<file path="src/rtl/chip8_pkg.sv">
// chip8_pkg: opcode codes shared by the CHIP-8 decode pipeline and its users,
// the skid-buffer state type, and the combinational opcode classifier.
//   OP_*          : 6-bit decode codes, 0 = ILLEGAL, 1-35 CHIP-8, 36-44 SUPER-CHIP
//   skid_state_t  : occupancy of the two-entry skid buffer
//   chip8_decode  : maps a 16-bit instruction word to its decode code
package chip8_pkg;

    localparam int OP_W = 6;

    localparam logic [OP_W-1:0] OP_ILLEGAL     = 6'd0;
    localparam logic [OP_W-1:0] OP_CLS         = 6'd1;
    localparam logic [OP_W-1:0] OP_RET         = 6'd2;
    localparam logic [OP_W-1:0] OP_JMP_ADDR    = 6'd3;
    localparam logic [OP_W-1:0] OP_CALL_ADDR   = 6'd4;
    localparam logic [OP_W-1:0] OP_SE_VX_VAL   = 6'd5;
    localparam logic [OP_W-1:0] OP_SNE_VX_VAL  = 6'd6;
    localparam logic [OP_W-1:0] OP_SE_VX_VY    = 6'd7;
    localparam logic [OP_W-1:0] OP_LD_VX_VAL   = 6'd8;
    localparam logic [OP_W-1:0] OP_ADD_VX_VAL  = 6'd9;
    localparam logic [OP_W-1:0] OP_LD_VX_VY    = 6'd10;
    localparam logic [OP_W-1:0] OP_OR_VX_VY    = 6'd11;
    localparam logic [OP_W-1:0] OP_AND_VX_VY   = 6'd12;
    localparam logic [OP_W-1:0] OP_XOR_VX_VY   = 6'd13;
    localparam logic [OP_W-1:0] OP_ADD_VX_VY   = 6'd14;
    localparam logic [OP_W-1:0] OP_SUB_VX_VY   = 6'd15;
    localparam logic [OP_W-1:0] OP_SHR_VX      = 6'd16;
    localparam logic [OP_W-1:0] OP_SUBN_VX_VY  = 6'd17;
    localparam logic [OP_W-1:0] OP_SHL_VX      = 6'd18;
    localparam logic [OP_W-1:0] OP_SNE_VX_VY   = 6'd19;
    localparam logic [OP_W-1:0] OP_LD_I_ADDR   = 6'd20;
    localparam logic [OP_W-1:0] OP_JMP_V0_ADDR = 6'd21;
    localparam logic [OP_W-1:0] OP_RAND_VX_VAL = 6'd22;
    localparam logic [OP_W-1:0] OP_DRW_VX_VY   = 6'd23;
    localparam logic [OP_W-1:0] OP_SKP_VX      = 6'd24;
    localparam logic [OP_W-1:0] OP_SKNP_VX     = 6'd25;
    localparam logic [OP_W-1:0] OP_LD_VX_DT    = 6'd26;
    localparam logic [OP_W-1:0] OP_LD_VX_K     = 6'd27;
    localparam logic [OP_W-1:0] OP_LD_DT_VX    = 6'd28;
    localparam logic [OP_W-1:0] OP_LD_ST_VX    = 6'd29;
    localparam logic [OP_W-1:0] OP_ADD_I_VX    = 6'd30;
    localparam logic [OP_W-1:0] OP_LD_F_VX     = 6'd31;
    localparam logic [OP_W-1:0] OP_LD_B_VX     = 6'd32;
    localparam logic [OP_W-1:0] OP_LD_I_VX     = 6'd33;
    localparam logic [OP_W-1:0] OP_LD_VX_I     = 6'd34;
    localparam logic [OP_W-1:0] OP_SYS_ADDR    = 6'd35;
    localparam logic [OP_W-1:0] OP_SCD         = 6'd36;
    localparam logic [OP_W-1:0] OP_SCR         = 6'd37;
    localparam logic [OP_W-1:0] OP_SCL         = 6'd38;
    localparam logic [OP_W-1:0] OP_EXIT        = 6'd39;
    localparam logic [OP_W-1:0] OP_LOW         = 6'd40;
    localparam logic [OP_W-1:0] OP_HIGH        = 6'd41;
    localparam logic [OP_W-1:0] OP_LD_HF_VX    = 6'd42;
    localparam logic [OP_W-1:0] OP_LD_R_VX     = 6'd43;
    localparam logic [OP_W-1:0] OP_LD_VX_R     = 6'd44;

    typedef enum logic [1:0] {
        SKID_EMPTY = 2'd0,
        SKID_ONE   = 2'd1,
        SKID_FULL  = 2'd2
    } skid_state_t;

    // 0nnn is SYS except for the 00xx words owned by CHIP-8 (00E0/00EE) and
    // by SUPER-CHIP (00Cn, 00FB-00FF); the latter are reserved, so they
    // decode ILLEGAL rather than SYS when SUPER-CHIP is disabled.
    function automatic logic [OP_W-1:0] chip8_decode(input logic [15:0] ins,
                                                     input logic        schip_en);
        logic [OP_W-1:0] op;
        logic [7:0]      kk;
        logic [3:0]      n;
        op = OP_ILLEGAL;
        kk = ins[7:0];
        n  = ins[3:0];
        case (ins[15:12])
            4'h0: begin
                if (ins[11:8] != 4'h0)      op = OP_SYS_ADDR;
                else if (kk[7:4] == 4'hC)   op = schip_en ? OP_SCD : OP_ILLEGAL;
                else begin
                    case (kk)
                        8'hE0:   op = OP_CLS;
                        8'hEE:   op = OP_RET;
                        8'hFB:   op = schip_en ? OP_SCR  : OP_ILLEGAL;
                        8'hFC:   op = schip_en ? OP_SCL  : OP_ILLEGAL;
                        8'hFD:   op = schip_en ? OP_EXIT : OP_ILLEGAL;
                        8'hFE:   op = schip_en ? OP_LOW  : OP_ILLEGAL;
                        8'hFF:   op = schip_en ? OP_HIGH : OP_ILLEGAL;
                        default: op = OP_SYS_ADDR;
                    endcase
                end
            end
            4'h1: op = OP_JMP_ADDR;
            4'h2: op = OP_CALL_ADDR;
            4'h3: op = OP_SE_VX_VAL;
            4'h4: op = OP_SNE_VX_VAL;
            4'h5: op = (n == 4'h0) ? OP_SE_VX_VY : OP_ILLEGAL;
            4'h6: op = OP_LD_VX_VAL;
            4'h7: op = OP_ADD_VX_VAL;
            4'h8: begin
                // 8xy0..8xy7 are contiguous codes starting at LD_VX_VY
                if (n <= 4'h7)       op = OP_LD_VX_VY + {2'b00, n};
                else if (n == 4'hE)  op = OP_SHL_VX;
                else                 op = OP_ILLEGAL;
            end
            4'h9: op = (n == 4'h0) ? OP_SNE_VX_VY : OP_ILLEGAL;
            4'hA: op = OP_LD_I_ADDR;
            4'hB: op = OP_JMP_V0_ADDR;
            4'hC: op = OP_RAND_VX_VAL;
            4'hD: op = OP_DRW_VX_VY;
            4'hE: begin
                case (kk)
                    8'h9E:   op = OP_SKP_VX;
                    8'hA1:   op = OP_SKNP_VX;
                    default: op = OP_ILLEGAL;
                endcase
            end
            default: begin
                case (kk)
                    8'h07:   op = OP_LD_VX_DT;
                    8'h0A:   op = OP_LD_VX_K;
                    8'h15:   op = OP_LD_DT_VX;
                    8'h18:   op = OP_LD_ST_VX;
                    8'h1E:   op = OP_ADD_I_VX;
                    8'h29:   op = OP_LD_F_VX;
                    8'h33:   op = OP_LD_B_VX;
                    8'h55:   op = OP_LD_I_VX;
                    8'h65:   op = OP_LD_VX_I;
                    8'h30:   op = schip_en ? OP_LD_HF_VX : OP_ILLEGAL;
                    8'h75:   op = schip_en ? OP_LD_R_VX  : OP_ILLEGAL;
                    8'h85:   op = schip_en ? OP_LD_VX_R  : OP_ILLEGAL;
                    default: op = OP_ILLEGAL;
                endcase
            end
        endcase
        return op;
    endfunction

endpackage

</file>
<file path="src/rtl/decode_pipe_if.sv">
// decode_pipe_if: instruction-in / decoded-entry-out handshake bundle.
//   master : producer/consumer side (drives in_valid, instruction, in_pc,
//            flush, out_ready)
//   slave  : decode_pipe side (drives in_ready, out_valid, decoded fields,
//            out_pc, illegal_cnt)
interface decode_pipe_if #(
    parameter int ADDR_W = 12,
    parameter int CNT_W  = 8
);
    logic                     in_valid;
    logic                     in_ready;
    logic [15:0]              instruction;
    logic [ADDR_W-1:0]        in_pc;
    logic                     flush;
    logic                     out_valid;
    logic                     out_ready;
    logic [chip8_pkg::OP_W-1:0] decode;
    logic [3:0]               x;
    logic [3:0]               y;
    logic [3:0]               nib;
    logic [7:0]               val;
    logic [11:0]              addr_out;
    logic [ADDR_W-1:0]        out_pc;
    logic [CNT_W-1:0]         illegal_cnt;

    modport master (
        output in_valid, instruction, in_pc, flush, out_ready,
        input  in_ready, out_valid, decode, x, y, nib, val, addr_out, out_pc, illegal_cnt
    );

    modport slave (
        input  in_valid, instruction, in_pc, flush, out_ready,
        output in_ready, out_valid, decode, x, y, nib, val, addr_out, out_pc, illegal_cnt
    );
endinterface

</file>
<file path="src/rtl/decode_skid.sv">
// decode_skid: two-entry (main + skid) valid/ready buffer with flush.
//   clk, rst              : clock, synchronous active-high reset
//   flush                 : empty the buffer next cycle, drop same-cycle input
//   in_valid/in_ready     : input handshake; in_ready is a flop (low only when FULL)
//   in_data               : W-bit payload
//   out_valid/out_ready   : output handshake; out_data always comes from main
//   out_data              : W-bit payload of the oldest held entry
import chip8_pkg::*;

module decode_skid #(
    parameter int W = 8
) (
    input  logic         clk,
    input  logic         rst,
    input  logic         flush,
    input  logic         in_valid,
    output logic         in_ready,
    input  logic [W-1:0] in_data,
    output logic         out_valid,
    input  logic         out_ready,
    output logic [W-1:0] out_data
);

    skid_state_t  state_q, state_d;
    logic [W-1:0] main_q, main_d;
    logic [W-1:0] skid_q, skid_d;
    logic         in_ready_q, in_ready_d;
    logic         out_valid_q, out_valid_d;
    logic         in_xfer, out_xfer;

    always_comb begin
        in_xfer  = in_valid & in_ready_q & ~flush;
        out_xfer = out_valid_q & out_ready;
        state_d  = state_q;
        main_d   = main_q;
        skid_d   = skid_q;
        case (state_q)
            SKID_EMPTY: begin
                if (in_xfer) begin
                    main_d  = in_data;
                    state_d = SKID_ONE;
                end
            end
            SKID_ONE: begin
                if (in_xfer && out_xfer) begin
                    main_d = in_data;
                end else if (in_xfer) begin
                    // downstream stalled: park the new word behind main
                    skid_d  = in_data;
                    state_d = SKID_FULL;
                end else if (out_xfer) begin
                    state_d = SKID_EMPTY;
                end
            end
            SKID_FULL: begin
                if (out_xfer) begin
                    main_d  = skid_q;
                    state_d = SKID_ONE;
                end
            end
            default: state_d = SKID_EMPTY;
        endcase
        if (flush) state_d = SKID_EMPTY;
        // handshake outputs are registered from the next state
        in_ready_d  = (state_d != SKID_FULL);
        out_valid_d = (state_d != SKID_EMPTY);
    end

    always_ff @(posedge clk) begin
        if (rst) begin
            state_q     <= SKID_EMPTY;
            main_q      <= '0;
            skid_q      <= '0;
            in_ready_q  <= 1'b1;
            out_valid_q <= 1'b0;
        end else begin
            state_q     <= state_d;
            main_q      <= main_d;
            skid_q      <= skid_d;
            in_ready_q  <= in_ready_d;
            out_valid_q <= out_valid_d;
        end
    end

    assign in_ready  = in_ready_q;
    assign out_valid = out_valid_q;
    assign out_data  = main_q;

endmodule

</file>
<file path="src/rtl/decode_pipe.sv">
// decode_pipe: CHIP-8 / SUPER-CHIP instruction decoder in front of a
// two-entry skid buffer, with a saturating count of ILLEGAL entries.
//   clk, rst : clock, synchronous active-high reset
//   bus      : decode_pipe_if.slave
//              in:  in_valid, instruction, in_pc, flush, out_ready
//              out: in_ready, out_valid, decode, x, y, nib, val, addr_out,
//                   out_pc, illegal_cnt
import chip8_pkg::*;

module decode_pipe #(
    parameter bit SCHIP_EN = 1'b0,
    parameter int ADDR_W   = 12,
    parameter int CNT_W    = 8
) (
    input  logic          clk,
    input  logic          rst,
    decode_pipe_if.slave  bus
);

    localparam int PW = OP_W + 16 + ADDR_W;

    logic [OP_W-1:0]  dec_code;
    logic [PW-1:0]    in_payload;
    logic [PW-1:0]    out_payload;
    logic             out_valid;
    logic [OP_W-1:0]  out_code;
    logic [15:0]      out_ins;
    logic [CNT_W-1:0] illegal_cnt_q, illegal_cnt_d;

    // decode happens before storage so the buffer carries the finished code
    always_comb begin
        dec_code   = chip8_decode(bus.instruction, SCHIP_EN);
        in_payload = {dec_code, bus.instruction, bus.in_pc};
    end

    decode_skid #(.W(PW)) u_skid (
        .clk       (clk),
        .rst       (rst),
        .flush     (bus.flush),
        .in_valid  (bus.in_valid),
        .in_ready  (bus.in_ready),
        .in_data   (in_payload),
        .out_valid (out_valid),
        .out_ready (bus.out_ready),
        .out_data  (out_payload)
    );

    assign out_code = out_payload[PW-1 -: OP_W];
    assign out_ins  = out_payload[ADDR_W +: 16];

    always_comb begin
        illegal_cnt_d = illegal_cnt_q;
        if (out_valid && bus.out_ready && (out_code == OP_ILLEGAL) &&
            (illegal_cnt_q != {CNT_W{1'b1}})) begin
            illegal_cnt_d = illegal_cnt_q + 1'b1;
        end
    end

    always_ff @(posedge clk) begin
        if (rst) illegal_cnt_q <= '0;
        else     illegal_cnt_q <= illegal_cnt_d;
    end

    assign bus.out_valid   = out_valid;
    assign bus.decode      = out_code;
    assign bus.x           = out_ins[11:8];
    assign bus.y           = out_ins[7:4];
    assign bus.nib         = out_ins[3:0];
    assign bus.val         = out_ins[7:0];
    assign bus.addr_out    = out_ins[11:0];
    assign bus.out_pc      = out_payload[ADDR_W-1:0];
    assign bus.illegal_cnt = illegal_cnt_q;

endmodule

</file>
<file path="src/flat_wrapper.sv">
// flat-port wrapper written by rule: the top's interface ports become plain ports
module decode_pipe_flat 
#(
    parameter bit SCHIP_EN = 1'b0,
    parameter int ADDR_W   = 12,
    parameter int CNT_W    = 8
)
  (clk, rst, bus_in_valid, bus_instruction, bus_in_pc, bus_flush, bus_out_ready, bus_in_ready, bus_out_valid, bus_decode, bus_x, bus_y, bus_nib, bus_val, bus_addr_out, bus_out_pc, bus_illegal_cnt);
  decode_pipe_if #(.ADDR_W(ADDR_W), .CNT_W(CNT_W)) bus_i ();
  input  logic clk;
  input  logic rst;
  input wire logic [$bits(bus_i.in_valid)-1:0] bus_in_valid;
  input wire logic [$bits(bus_i.instruction)-1:0] bus_instruction;
  input wire logic [$bits(bus_i.in_pc)-1:0] bus_in_pc;
  input wire logic [$bits(bus_i.flush)-1:0] bus_flush;
  input wire logic [$bits(bus_i.out_ready)-1:0] bus_out_ready;
  output wire logic [$bits(bus_i.in_ready)-1:0] bus_in_ready;
  output wire logic [$bits(bus_i.out_valid)-1:0] bus_out_valid;
  output wire logic [$bits(bus_i.decode)-1:0] bus_decode;
  output wire logic [$bits(bus_i.x)-1:0] bus_x;
  output wire logic [$bits(bus_i.y)-1:0] bus_y;
  output wire logic [$bits(bus_i.nib)-1:0] bus_nib;
  output wire logic [$bits(bus_i.val)-1:0] bus_val;
  output wire logic [$bits(bus_i.addr_out)-1:0] bus_addr_out;
  output wire logic [$bits(bus_i.out_pc)-1:0] bus_out_pc;
  output wire logic [$bits(bus_i.illegal_cnt)-1:0] bus_illegal_cnt;
  assign bus_i.in_valid = bus_in_valid;
  assign bus_i.instruction = bus_instruction;
  assign bus_i.in_pc = bus_in_pc;
  assign bus_i.flush = bus_flush;
  assign bus_i.out_ready = bus_out_ready;
  assign bus_in_ready = bus_i.in_ready;
  assign bus_out_valid = bus_i.out_valid;
  assign bus_decode = bus_i.decode;
  assign bus_x = bus_i.x;
  assign bus_y = bus_i.y;
  assign bus_nib = bus_i.nib;
  assign bus_val = bus_i.val;
  assign bus_addr_out = bus_i.addr_out;
  assign bus_out_pc = bus_i.out_pc;
  assign bus_illegal_cnt = bus_i.illegal_cnt;
  decode_pipe #(.SCHIP_EN(SCHIP_EN), .ADDR_W(ADDR_W), .CNT_W(CNT_W)) u_core (.clk(clk), .rst(rst), .bus(bus_i));
endmodule
</file>
<file path="config.mk">
export PLATFORM = sky130hd
export DESIGN_NAME = decode_pipe_flat
export DESIGN_NICKNAME = d
export VERILOG_FILES = /design/src/rtl/chip8_pkg.sv /design/src/rtl/decode_pipe_if.sv /design/src/rtl/decode_skid.sv /design/src/rtl/decode_pipe.sv /design/src/flat_wrapper.sv
export SDC_FILE = /design/constraint.sdc
export NUM_CORES = 1
export LEC_CHECK = 0
export ABC_AREA = 1
export BUFFER_PORTS_ARGS = -buffer_cell sky130_fd_sc_hd__buf_2
export CELL_PAD_IN_SITES_DETAIL_PLACEMENT = 1
export CELL_PAD_IN_SITES_GLOBAL_PLACEMENT = 1
export CORE_UTILIZATION = 33
export DETAILED_ROUTE_END_ITERATION = 12
export PLACE_DENSITY = 0.81
export SKIP_CTS_REPAIR_TIMING = 1
export SLEW_MARGIN = 20
export SYNTH_ARGS = -nofsm -noshare
export SYNTH_HDL_FRONTEND = slang
export SYNTH_SLANG_ARGS = --single-unit
export TNS_END_PERCENT = 10
</file>
<file path="constraint.sdc">
create_clock -name clk -period 1.4 [get_ports clk]
set_clock_uncertainty 0.2 [all_clocks]
set_input_delay 0.14 -clock clk [delete_from_list [all_inputs] [get_ports clk]]
set_output_delay 0.14 -clock clk [all_outputs]
set_load 0.03 [all_outputs]
</file>
### Yosys cells after proc, flatten, opt, wreduce, memory -nomap -nowiden

Index checks and enable logic that the tools add are counted.

* bits in registers: 80
* bits of input ports: 33
* output and inout bits: 60
* logic and storage cells: 90

* $add $sub $neg: 2
* $lt $le $gt $ge: 1
* eq/ne operators: 41
* muxes and demuxes: 21
* bitwise gates (word level): 5
* reductions and logical operators: 14

Operator list (count)
* $mux W34: 3
* $pmux W34 S3: 1
* $pmux W6 S15: 1
* $eq A8 B8 Y1 const B: 9
* $pmux W6 S9: 1
* $eq A4 B4 Y1 const B: 9
* $eq A8 B5 Y1 const B: 3
* $mux W6: 3
* $pmux W6 S3: 1
* $eq A4 B3 Y1 const B: 4
* $eq A8 B6 Y1 const B: 2
* $eq A8 B7 Y1 const B: 2
* $mux W2: 6
* $mux W5: 2
* $pmux W5 S2: 1
* $add A8 B1 Y8 const B: 1
* $eq A4 B2 Y1 const B: 2
* $eq A8 B3 Y1 const B: 1
* $eq A8 B4 Y1 const B: 1
* $logic_not A4 Y1: 2
* $ne A2 B2 Y1 const B: 4
* $ne A8 B8 Y1 const B: 1
* $logic_not A6 Y1: 1
* $pmux W2 S3: 1
* other kinds (16): 22

### Longest topological paths before layout

Gate-level depths: netlist of run 1.

* word-level depth: 8
* mapped depth: 12
* mapped depth without buffers: 12

### Hierarchy

From an unflattened synthesis of run 1, not the netlist that was laid out.

* cells, all modules: 737
* area total of the unflattened synthesis: 4505.6 um^2

Modules (own cells, without submodules)
* decode_skid: instances 1, cells each 503, area an instance 3270.6 um^2, sequential area each 1441.4 um^2
* decode_pipe: instances 1, cells each 234, area an instance 1234.9 um^2, sequential area each 160.2 um^2

### Least setup slack after synthesis of run 1

Ideal clock, no wire load.

* path type: register -> register
* start: register u_core.illegal_cnt_q[0] (netlist: u_core.bus.illegal_cnt[0])
* end: register u_core.illegal_cnt_q[0] (netlist: u_core.bus.illegal_cnt[0])
* setup time: 0.137 ns
* arrival: 1.435 ns
* required time: 1.063 ns
* path slack: -0.372 ns
* stages on the path, launching flop included: 9
* buffers on the path: 0
* clock period less this slack: 1.772 ns
* path through: dfxtp_1 > ha_1 > nand4_1 > inv_1 > nand3_1 > nand2_1 > inv_1 > o21ai_0 > a21oi_1

* cells in the longest elaborated chain, start to end: 2
* elaborated cells on any way between the ends: 3
* those cells by class: add/sub: 1; eq/ne: 1; reduce/logical: 1

Ends and longest elaborated chain
* start, declared: line decode_pipe.sv:28 `logic [CNT_W-1:0] illegal_cnt_q, illegal_cnt_d;`
* start signal, assigned: line decode_pipe.sv:61 `else illegal_cnt_q <= illegal_cnt_d;`
* branches (longest 2 deep; another with $add A8 B1 Y8)

Parallel ways; which one is timed is not known.
A chain may end at the register's enable or synchronous reset.

### Final worst setup path of run 1

* start: register u_core.u_skid.state_q[1]
* end: register u_core.u_skid.main_q[8] (netlist: u_core.u_skid.out_data[8])

* cells in the longest elaborated chain, start to end: 3
* elaborated cells on any way between the ends: 9
* those cells by class: eq/ne: 5; mux: 1; reduce/logical: 3

Ends and longest elaborated chain
* start, declared: line decode_skid.sv:24 `skid_state_t state_q, state_d;`
* start signal, assigned: line decode_skid.sv:77 `state_q <= state_d;`
* $eq A2 B1 Y1, or another cell as far along: line decode_skid.sv:37 `case (state_q)`
* $ne A2 B2 Y1 (no source line) / $reduce_bool A3 Y1 (equally long branches)
* $reduce_and A4 Y1 (no source line)
* end signal, assigned: line decode_skid.sv:78 `main_q <= main_d;`
* end, declared: line decode_skid.sv:25 `logic [W-1:0] main_q, main_d;`

Several ways; a longest one is shown, not always the timed one.

==> out/qor.txt, run 1 <==
Worst ir drop on vdd: 0.5747 mV
Most common cell after layout, fill and taps aside: nand2_1
Largest area contributor in the synthesized netlist: dfxtp_1
Distinct cell type count after synthesis: 32
Share of the cycle needed by the critical path after routing: 123.1%
Data required, critical path: 1.46 ns
Final setup fails: 71
Arrival time of data at the critical path endpoint: 1.78 ns
Summed instance area of the synthesized netlist: 3618 sq um
Leak: 2.703 nW
Post-Route WL: 17.07 mm
Sort of element at the start of the critical path: flip-flop
FFs w/ async S/R, synth: 0%
Crit Reg-Reg Startpoint: u_core.u_skid.state_q[1]
Die Span X: 106.7 um
Diodes inserted: 0
Headroom to the max-slew limit: 75.62%
Num rows: 37
Count of final max-slew check failures: 0
Leading cell types in the layout, fill and taps excluded: nand2_1, buf_2, buf_4
Failing checks: hold timing, setup timing
Start-to-end type of the worst setup path: reg2reg
Vertical die dimension: 106.7 um
Root cell of the clock tree: clkbuf_8
Main flop type after synthesis: dfxtp_1
Routed wire per std cell: 20.13 um
Time the final worst path needs with I/O delays and setup: 1.723 ns
Number of synthesized flops with an enable pin: 0
Power after layout: 4.840 mW
Post-synthesis net count: 571
Final worst-path setup slack: -0.3229 ns
Worst Hold Path EP: u_core.u_skid.skid_q[12]
Synth Register Bits: 72
Global-route wire length before repair: 19.96 mm
Hold Violations, Final: 3
Floorplan core area: 10460 sq um
Total clock buffers created by CTS: 9
RSZ-0062 raised after global routing: yes
Insertion delay to the later sink of the worst-skew pair: 0.37 ns
Critical path capture point type: flip-flop
Count of unresolved DRC violations after routing: 0
Worst-margin pin slew: 0.3634 ns
Initial core utilization: 34.59%
Worst-path maximum fanout: 8
Input/output buffers: 92
Worst hold path cell count: 4
GR Overflow Total: 0
Layout net count: 742
Initial drt markers: 261
Number of levels in the clock H-tree: 3
Via Count: 4588
Setup slack on the worst flop-to-flop path: -0.32 ns
Final HPWL DP: 9.175 mm
Die Outline Area: 11390 sq um
Final GP Congestion: 0.8911
Top Ports: 93
Worst hold-check slack: -0.03728 ns
Worst reg2reg path depth: 7
Maximum clock frequency: 0.5804 GHz
Clock sink count: 72
Signed area change from the synthesized netlist to the final layout: 56.12%
Largest cells by area after synthesis: dfxtp_1, nand2_1, nor2_1, o21ai_0, buf_4
Max-capacitance violation count: 0
Antenna Nets Post-Route: 0
Area of combinational cells with multiple inputs: 2034 sq um
Mean cell area of the mapped netlist: 6.751 sq um
Gate count of the mapped netlist: 536
Vias in the first global route: 4305
Worst hold path startpoint: bus_instruction[0]
FILL cells: 1335
Sequential fraction of the synthesis area: 39.83%
Number of buffers on the longest clock path: 2
Maximum number of pins on one net before global-route repair: 34
CTS tree: done
Yosys synthesis warning count: 0
Power per unit of standard cell area: 856.7 nW/um^2
Ratio of cells with drive above 1 in the final layout: 39.33%
Yosys top cell area share: 39.83%
Register Area: 1481 sq um
Detailed Routing Iterations Pass 1: 4
Antenna violations before repair: 0
Via density per instance: 5.410
Setup TNS: -13.12 ns
Final core occ: 53.99%
Reg-to-reg critical path endpoint: u_core.u_skid.out_data[8]
Run status: finished with violations
Clock transition at the registers of the reported paths: 0.09 ns
Tightest Hold Check Type: in2reg
All-layer global routing usage: 22.03%
## registers in the layout, indices dropped and copies added (netlist names)
name,cells
u_core.u_skid.skid_q,30
u_core.u_skid.state_q,2
u_core.u_skid.in_ready,1
u_core.u_skid.out_valid,1
u_core.bus.illegal_cnt,8
u_core.u_skid.out_data,30
## per-stage QoR
| stage | instances | worst slack [ns] | area (sq um) | hold slack (ns) |
|---|---|---|---|---|
| finish | 848 | -0.3229 | 5649 | -0.03728 |
| global route | 848 | -0.3681 | 5649 | 0.004735 |
| CTS | 816 | -0.3120 | 4926 | -0.1869 |
| detailed placement | 800 | -0.2594 | 4752 | 0.1932 |
| global placement | 800 | -0.1922 | 4752 | 0.1818 |
| floorplan | 536 | -0.1209 | 3704 | 0.07490 |
## critical path, cell delays in order (launching register included)
cell and delay, ns:
dfxtp_2 0.41, nand2_4 0.11, o22ai_4 0.22, nand2_4 0.11
clkinv_8 0.10, clkbuf_16 0.16, o21ai_2 0.05, a31oi_1 0.25
## worst max-delay path by stage
stage	from	to	slack, ns
floorplan	u_core.u_skid.state_q[1]	u_core.u_skid.out_data[12]	-0.12
global placement	bus_instruction[0]	u_core.u_skid.skid_q[33]	-0.19
detailed placement	bus_instruction[1]	u_core.u_skid.out_data[30]	-0.26
CTS	u_core.u_skid.out_valid	u_core.u_skid.skid_q[10]	-0.31
global route	u_core.u_skid.out_data[29]	u_core.bus.illegal_cnt[5]	-0.37
finish	u_core.u_skid.state_q[1]	u_core.u_skid.out_data[8]	-0.32
## report_power, final
part           leakage [nW]  internal (mW)  switching [mW]
combinational          2.03          0.417           0.664
sequential            0.595           2.11          0.0702
clock                0.0813          0.686           0.890
## kinds of logic (layout without fill, tap and decap cells)
group / count (synthesis) / after routing / synth area share, %
buffers and inverters: 91 / 267 / 12.00
XOR/XNOR: 1 / 1 / 0.2421
adder cells (fa/ha/maj): 2 / 2 / 0.6915
AND/OR/NAND/NOR: 236 / 236 / 26.90
AO/OA/AOI/OAI: 134 / 134 / 20.33
flip-flops: 72 / 72 / 39.83
## per-layer routing
metal	up-vias	track usage (%)	part of all wire [%]
met4	0	8.317	3.8
met3	60	3.951	4.7
met1	2257	24.85	39
met2	171	40.88	53
met5	-	0	0
li1	2100	-	-
## Yosys cell counts, types with 3 or more instances
cell / n
a21oi_1: 26
a31oi_1: 26
buf_2: 5
buf_4: 23
clkbuf_1: 14
dfxtp_1: 72
inv_1: 44
nand2_1: 120
nand2_2: 3
nand3_1: 19
nand4_1: 10
nor2_1: 74
nor4_1: 4
o211ai_1: 3
o21ai_0: 47
o21ai_1: 22
o21bai_1: 3
## cell type report
| class | instances | area share [%] |
|---|---|---|
| Timing Repair Buffer | 204 | 28.17 |
| Clock buffer | 11 | 2.503 |
| Sequential cell | 72 | 26.22 |
| Clock inverter | 5 | 0.5759 |
| Tap cell | 136 | 3.012 |
| Multi-Input combinational cell | 373 | 36.01 |
| Inverter | 47 | 3.499 |
No activity file was read; power rests on OpenSTA's default activity.
==> run 2, diff against run 1 <==
--- a/config.mk
+++ b/config.mk
@@ -12,6 +12,8 @@
 export CORE_UTILIZATION = 33
 export DETAILED_ROUTE_END_ITERATION = 12
 export PLACE_DENSITY = 0.81
+export RECOVER_POWER = 100
+export REMOVE_ABC_BUFFERS = 1
 export SKIP_CTS_REPAIR_TIMING = 1
 export SLEW_MARGIN = 20
 export SYNTH_ARGS = -nofsm -noshare
==> run 2 against run 1 <==
  * The run still ends with hold timing, setup timing left
  * Routed wire length is 11% lower
  * Sequential share of layout area is 0.78 points higher
  * Die area unchanged
  * Register-to-register slack worse by 0.04 ns
  * Non-clock buffer count decreased by 3
  * First-iteration DRC count down 9.2%
  * Critical path depth rose by 1
  * Sequential power is essentially flat
  * Clock power is 9% higher
  * Final area down 4.4%
  * Flip-flop and latch count unchanged
  * Largest power group unchanged
==> out/qor.txt, run 2 (synthesis gave the netlist of run 1 again) <==
Power share of the sequential group: 44.5% (-0.6 points)
Crit Reg-Reg Startpoint: u_core.bus.illegal_cnt[0]
Input/output buffers: 92 (unchanged)
Clock share of power: 35.1% (+2.5 points)
Power dissipated by switching net loads: 1.526 mW (-6.1%)
Worst slack, placed: -0.4007 ns (-0.1413 ns)
Final HPWL DP: 8.681 mm (-5.4%)
Max-capacitance violation count: 0 (unchanged)
Total clock buffers created by CTS: 9 (unchanged)
Post-Route WL: 15.23 mm (-11%)
Num rows: 37 (unchanged)
Leak: 2.642 nW (-2.3%)
Antenna Nets Post-Route: 0 (unchanged)
Root cell of the clock tree: clkbuf_8
Worst hold-check slack: -0.08304 ns (-0.04576 ns)
Routed wire per std cell: 18.02 um (-10%)
All-layer global routing usage: 21.13% (-0.90 points)
Clock sink count: 72 (unchanged)
Power after layout: 4.902 mW (+1.3%)
Internal power: 3.376 mW (+5.0%)
Crit-path most repeated cell: inv_2
Final core occ: 51.64% (-2.4 points)
Most common cell after layout, fill and taps aside: nand2_1
Tightest Hold Check Type: in2reg
Combinational Power Share: 20.4% (-1.9 points)
Data required, critical path: 1.45 ns (about the same)
Cell area reported after detailed placement: 4633 sq um (-2.5%)
Critical path buffer and inverter count: 2 (unchanged)
Via Count: 4450 (-3.0%)
Setup TNS: -12.14 ns (+0.9857 ns)
Start-to-end type of the worst setup path: reg2reg
Detailed Routing Iterations Pass 1: 5 (+1)
Hold Violations, Final: 3 (unchanged)
Clock transition at the registers of the reported paths: 0.08 ns (about the same)
Count of final max-slew check failures: 0 (unchanged)
Vias in the first global route: 4146 (-3.7%)
Slowest stage cell, crit path: dfxtp_4
Final setup fails: 70 (-1.4%)
Count of placed standard cells in the final layout, fillers left out: 845 (-0.35%)
Diodes inserted: 0 (unchanged)
Die Outline Area: 11390 sq um (unchanged)
RSZ-0062 raised after global routing: yes
Cell family contributing the most delay on the critical path: flip-flops
GR Overflow Total: 0 (unchanged)
Sort of element at the start of the critical path: flip-flop
Vertical die dimension: 106.7 um (unchanged)
Initial core utilization: 34.59% (unchanged)
Count of unresolved DRC violations after routing: 0 (unchanged)
Global-route wire length before repair: 19.33 mm (-3.1%)
Maximum number of pins on one net before global-route repair: 65 (+91%)
Arrival time of data at the critical path endpoint: 1.81 ns (+0.03 ns)
Worst ir drop on vdd: 0.5823 mV (+1.3%)
Maximum cell stage delay along the critical path: 0.39 ns (-0.02 ns)
Critical Path, Cell by Cell: ha_4 > nand4_1 > inv_2 > nand3_4 > nand2_4 > inv_2 > o21ai_0 > a21oi_1
Headroom to the max-slew limit: 73.54% (-2.1 points)
Maximum clock frequency: 0.5688 GHz (-2.0%)
CTS tree: done
Worst hold path startpoint: bus_out_ready
Number of buffers on the longest clock path: 2 (unchanged)
Floorplan core area: 10460 sq um (unchanged)
Cell area after layout: 5403 sq um (-4.4%)
Top Ports: 93 (unchanged)
Leading cell types in the layout, fill and taps excluded: nand2_1, buf_2, buf_4
Worst-path maximum fanout: 6 (-2)
Run status: finished with violations
Share of the cycle needed by the critical path after routing: 125.6% (+2.5 points)
Layout net count: 739 (-0.40%)
Net switching share of the total power: 31.13% (-2.4 points)
Insertion delay to the later sink of the worst-skew pair: 0.37 ns (about the same)
Antenna violations before repair: 0 (unchanged)
Total placed cells including tap cells: 798 (-0.25%)
Failing checks: hold timing, setup timing
Critical path capture point type: flip-flop
Final worst-path setup slack: -0.3582 ns (-0.03526 ns)
Signed area change from the synthesized netlist to the final layout: 49.31%
Via density per instance: 5.266 (-2.7%)
Initial drt markers: 237 (-9.2%)
Power per unit of standard cell area: 907.3 nW/um^2 (+5.9%)
Final GP Congestion: 0.9386 (+5.3%)
Die Span X: 106.7 um (unchanged)
Launching element of the worst setup path: u_core.bus.illegal_cnt[0]
Time the final worst path needs with I/O delays and setup: 1.758 ns (+0.03526 ns)
Worst-margin pin slew: 0.3956 ns (+0.03217 ns)
Number of levels in the clock H-tree: 3 (unchanged)
Ratio of cells with drive above 1 in the final layout: 34.13% (-5.2 points)
-- run 2: changes by cell type in the layout (fill, tap and decap cells not counted), sizes merged --
cell	previous run	this run
bufinv	0	1
clkinv	4	5
buf	176	156
inv	44	45
clkbuf	19	32
clkinvlp	4	1
dlygate4sd3	20	24
-- run 2: final timing paths --
path	to	slack, ns	cells past startpoint
worst min register to register	u_core.bus.illegal_cnt[0]	0.29	1
worst max-delay path	u_core.bus.illegal_cnt[0]	-0.36	8
worst max register to register	u_core.bus.illegal_cnt[0]	-0.36	8
worst min-delay path	u_core.u_skid.state_q[0]	-0.08	3
-- run 2: layer usage --
| layer | vias up | global-route usage, % | wire, um |
|---|---|---|---|
| met1 | 2149 | 24.92 | 6071 |
| li1 | 2092 | - | - |
| met4 | 0 | 5.969 | 568 |
| met2 | 166 | 38.20 | 7863 |
| met3 | 43 | 4.620 | 724 |
| met5 | - | 0 | 0 |
-- run 2: layout make-up --
class | count | area (sq um)
multi-input combinational | 373 | 1907
fill | 1359 | 5060
timing repair buffer | 201 | 1488
clock buffer | 11 | 141.4
clock inverter | 5 | 56.30
inverter | 47 | 181.4
tap | 136 | 170.2
sequential | 72 | 1459
-- run 2: tightest hold or removal path, stage by stage --
cell      delay (ns)
buf_2           0.11
nand2_4         0.11
a211oi_1        0.08
-- run 2: power by group through the flow --
stage | sequential, mW | clock, mW | combinational, mW
floorplan | 2.42 | 0 | 0.256
global placement | 2.21 | 0 | 0.838
detailed placement | 2.22 | 0 | 0.860
CTS | 2.17 | 1.72 | 0.866
global route | 2.19 | 1.82 | 1.07
finish | 2.18 | 1.72 | 1.00
==> run 3, diff against run 2 <==
--- a/config.mk
+++ b/config.mk
@@ -14,7 +14,6 @@
 export PLACE_DENSITY = 0.81
 export RECOVER_POWER = 100
 export REMOVE_ABC_BUFFERS = 1
-export SKIP_CTS_REPAIR_TIMING = 1
 export SLEW_MARGIN = 20
 export SYNTH_ARGS = -nofsm -noshare
 export SYNTH_HDL_FRONTEND = slang
==> run 3 against run 2 <==
  * Flip-flop and latch count is the same
  * Routed wire length grew 33%
  * The run ends with setup timing left
  * Sequential share of layout area shrank 1.6 points
  * Largest cell class unchanged
  * Power increased by 6.1%
  * Critical path depth rose by 1
==> out/qor.txt, run 3 (synthesis gave the netlist of run 1 again) <==
Headroom to the max-slew limit: 75.70% (+2.2 points)
Vertical die dimension: 106.7 um (unchanged)
Cell area after layout: 5742 sq um (+6.3%)
Setup slack on the worst flop-to-flop path: -0.41 ns (-0.05 ns)
Data required, critical path: 1.47 ns (+0.02 ns)
Count of unresolved DRC violations after routing: 0 (unchanged)
Signed area change from the synthesized netlist to the final layout: 58.68%
Floorplan core area: 10460 sq um (unchanged)
Final setup fails: 79 (+13%)
Maximum clock frequency: 0.5535 GHz (-2.7%)
Worst slack, placed: -0.4007 ns (unchanged)
Insertion delay to the later sink of the worst-skew pair: 0.37 ns (about the same)
Routed wire per std cell: 23.48 um (+30%)
Run status: finished with violations
Start-to-end type of the worst setup path: reg2reg
GR Overflow Total: 0 (unchanged)
Antenna violations before repair: 0 (unchanged)
CTS tree: done
Power per unit of standard cell area: 906.1 nW/um^2 (-0.14%)
Failing checks: setup timing
Cell area reported after detailed placement: 4633 sq um (unchanged)
Total placed cells including tap cells: 798 (unchanged)
Via Count: 4991 (+12%)
Initial drt markers: 471 (+99%)
Worst-path maximum fanout: 8 (+2)
Final GP Congestion: 0.9386 (unchanged)
Peak-usage layer in the global routing report: met2
Via density per instance: 5.797 (+10%)
Number of buffers on the longest clock path: 2 (unchanged)
Most common cell after layout, fill and taps aside: nand2_1
Clock sink count: 72 (unchanged)
GR met2 Demand/Resource: 55.21% (+17 points)
Detailed Routing Iterations Pass 1: 5 (unchanged)
Leading cell types in the layout, fill and taps excluded: nand2_1, buf_4, nor2_1
Max-capacitance violation count: 0 (unchanged)
Maximum number of pins on one net before global-route repair: 65 (unchanged)
Antenna Nets Post-Route: 0 (unchanged)
Global-route track usage on met1: 35.70% (+11 points)
Top Ports: 93 (unchanged)
Final HPWL DP: 8.681 mm (unchanged)
Die Outline Area: 11390 sq um (unchanged)
Count of placed standard cells in the final layout, fillers left out: 861 (+1.9%)
Count of final max-slew check failures: 0 (unchanged)
Hold Violations, Final: 0 (-3)
Vias in the first global route: 5078 (+22%)
All-layer global routing usage: 31.01% (+9.9 points)
Setup TNS: -20.91 ns (-8.777 ns)
Grt met3 use: 6.140% (+1.5 points)
Ratio of cells with drive above 1 in the final layout: 37.52% (+3.4 points)
Clock transition at the registers of the reported paths: 0.08 ns (about the same)
Root cell of the clock tree: clkbuf_8
Die Span X: 106.7 um (unchanged)
Global-route wire length before repair: 27.27 mm (+41%)
Num rows: 37 (unchanged)
Worst-margin pin slew: 0.3633 ns (-0.03227 ns)
Share of the cycle needed by the critical path after routing: 129.1% (+3.5 points)
Final core occ: 54.88% (+3.2 points)
Final worst-path setup slack: -0.4067 ns (-0.04851 ns)
Leak: 2.734 nW (+3.5%)
Total clock buffers created by CTS: 9 (unchanged)
Tightest Hold Check Type: in2reg
Number of levels in the clock H-tree: 3 (unchanged)
Post-Route WL: 20.22 mm (+33%)
Time the final worst path needs with I/O delays and setup: 1.807 ns (+0.04851 ns)
Input/output buffers: 92 (unchanged)
Initial core utilization: 34.59% (unchanged)
RSZ-0062 raised after global routing: yes
Sort of element at the start of the critical path: flip-flop
Worst ir drop on vdd: 0.7509 mV (+29%)
Diodes inserted: 0 (unchanged)
Arrival time of data at the critical path endpoint: 1.88 ns (+0.07 ns)
Critical path capture point type: flip-flop
Layout net count: 755 (+2.2%)
run 3: cell types whose count changed in the layout (fill, tap and decap cells not counted), sizes merged:
cell,previous run,this run
clkbuf,32,48
buf,156,150
bufbuf,0,1
dlygate4sd3,24,29
run 3: path summary, 6_finish.rpt:
kind                                      to  depth (start not counted)                startpoint
setup reg to reg  u_core.u_skid.out_data[15]                          9   u_core.u_skid.out_valid
setup / recovery  u_core.u_skid.out_data[15]                          9   u_core.u_skid.out_valid
hold reg to reg   u_core.u_skid.out_data[16]                          2  u_core.u_skid.skid_q[16]
hold / removal      u_core.u_skid.skid_q[14]                          4        bus_instruction[2]
run 3: final cells by class:
cell class / instances / area, sq um
clock buffers: 11 / 141.4
clock inverters: 5 / 56.30
fillers: 1314 / 4721
inverters: 47 / 181.4
multi-input cells: 373 / 2002
flip-flops and latches: 72 / 1460
well taps: 136 / 170.2
repair buffers: 217 / 1730
run 3: report_power, final:
group,switching [mW],leakage [nW],internal [mW]
logic,0.721,2.04,0.472
registers,0.0782,0.591,2.12
clock network,0.938,0.0993,0.871
run 3: per-stage QoR:
step / hold WS [ns] / power, mW
finish: 0.02351 / 5.202
CTS: 0.01879 / 4.927
floorplan: 0.009066 / 2.673
global route: 0.04792 / 5.321
global placement: 0.1817 / 3.051
detailed placement: 0.1928 / 3.079
run 3: critical path, cell delays in order, from the launching register on:
cell and delay [ns]:
dfxtp_2 0.37, nand2_4 0.08, buf_6 0.14, o22ai_4 0.14, nand2_2 0.10, clkinv_4 0.11, buf_12 0.12, buf_12 0.13
o21ai_1 0.07, a31oi_1 0.25
run 3: repair_timing:
item | 4_1_cts | 5_1_grt
setup buffers | 12 | 2
endpoints found under the setup margin | 70 | 79
endpoints found under the hold margin | 51 | 0
hold buffers | 29 | 0
cloned | 5 | 0
gates resized for setup | 55 | 56
pin swaps | 7 | 8
run 3: routing by layer:
metal / up-vias / part of all wire (%)
met5: - / 0
met4: 0 / 6.3
met3: 111 / 6.1
met2: 303 / 50
met1: 2447 / 38
li1: 2130 / -
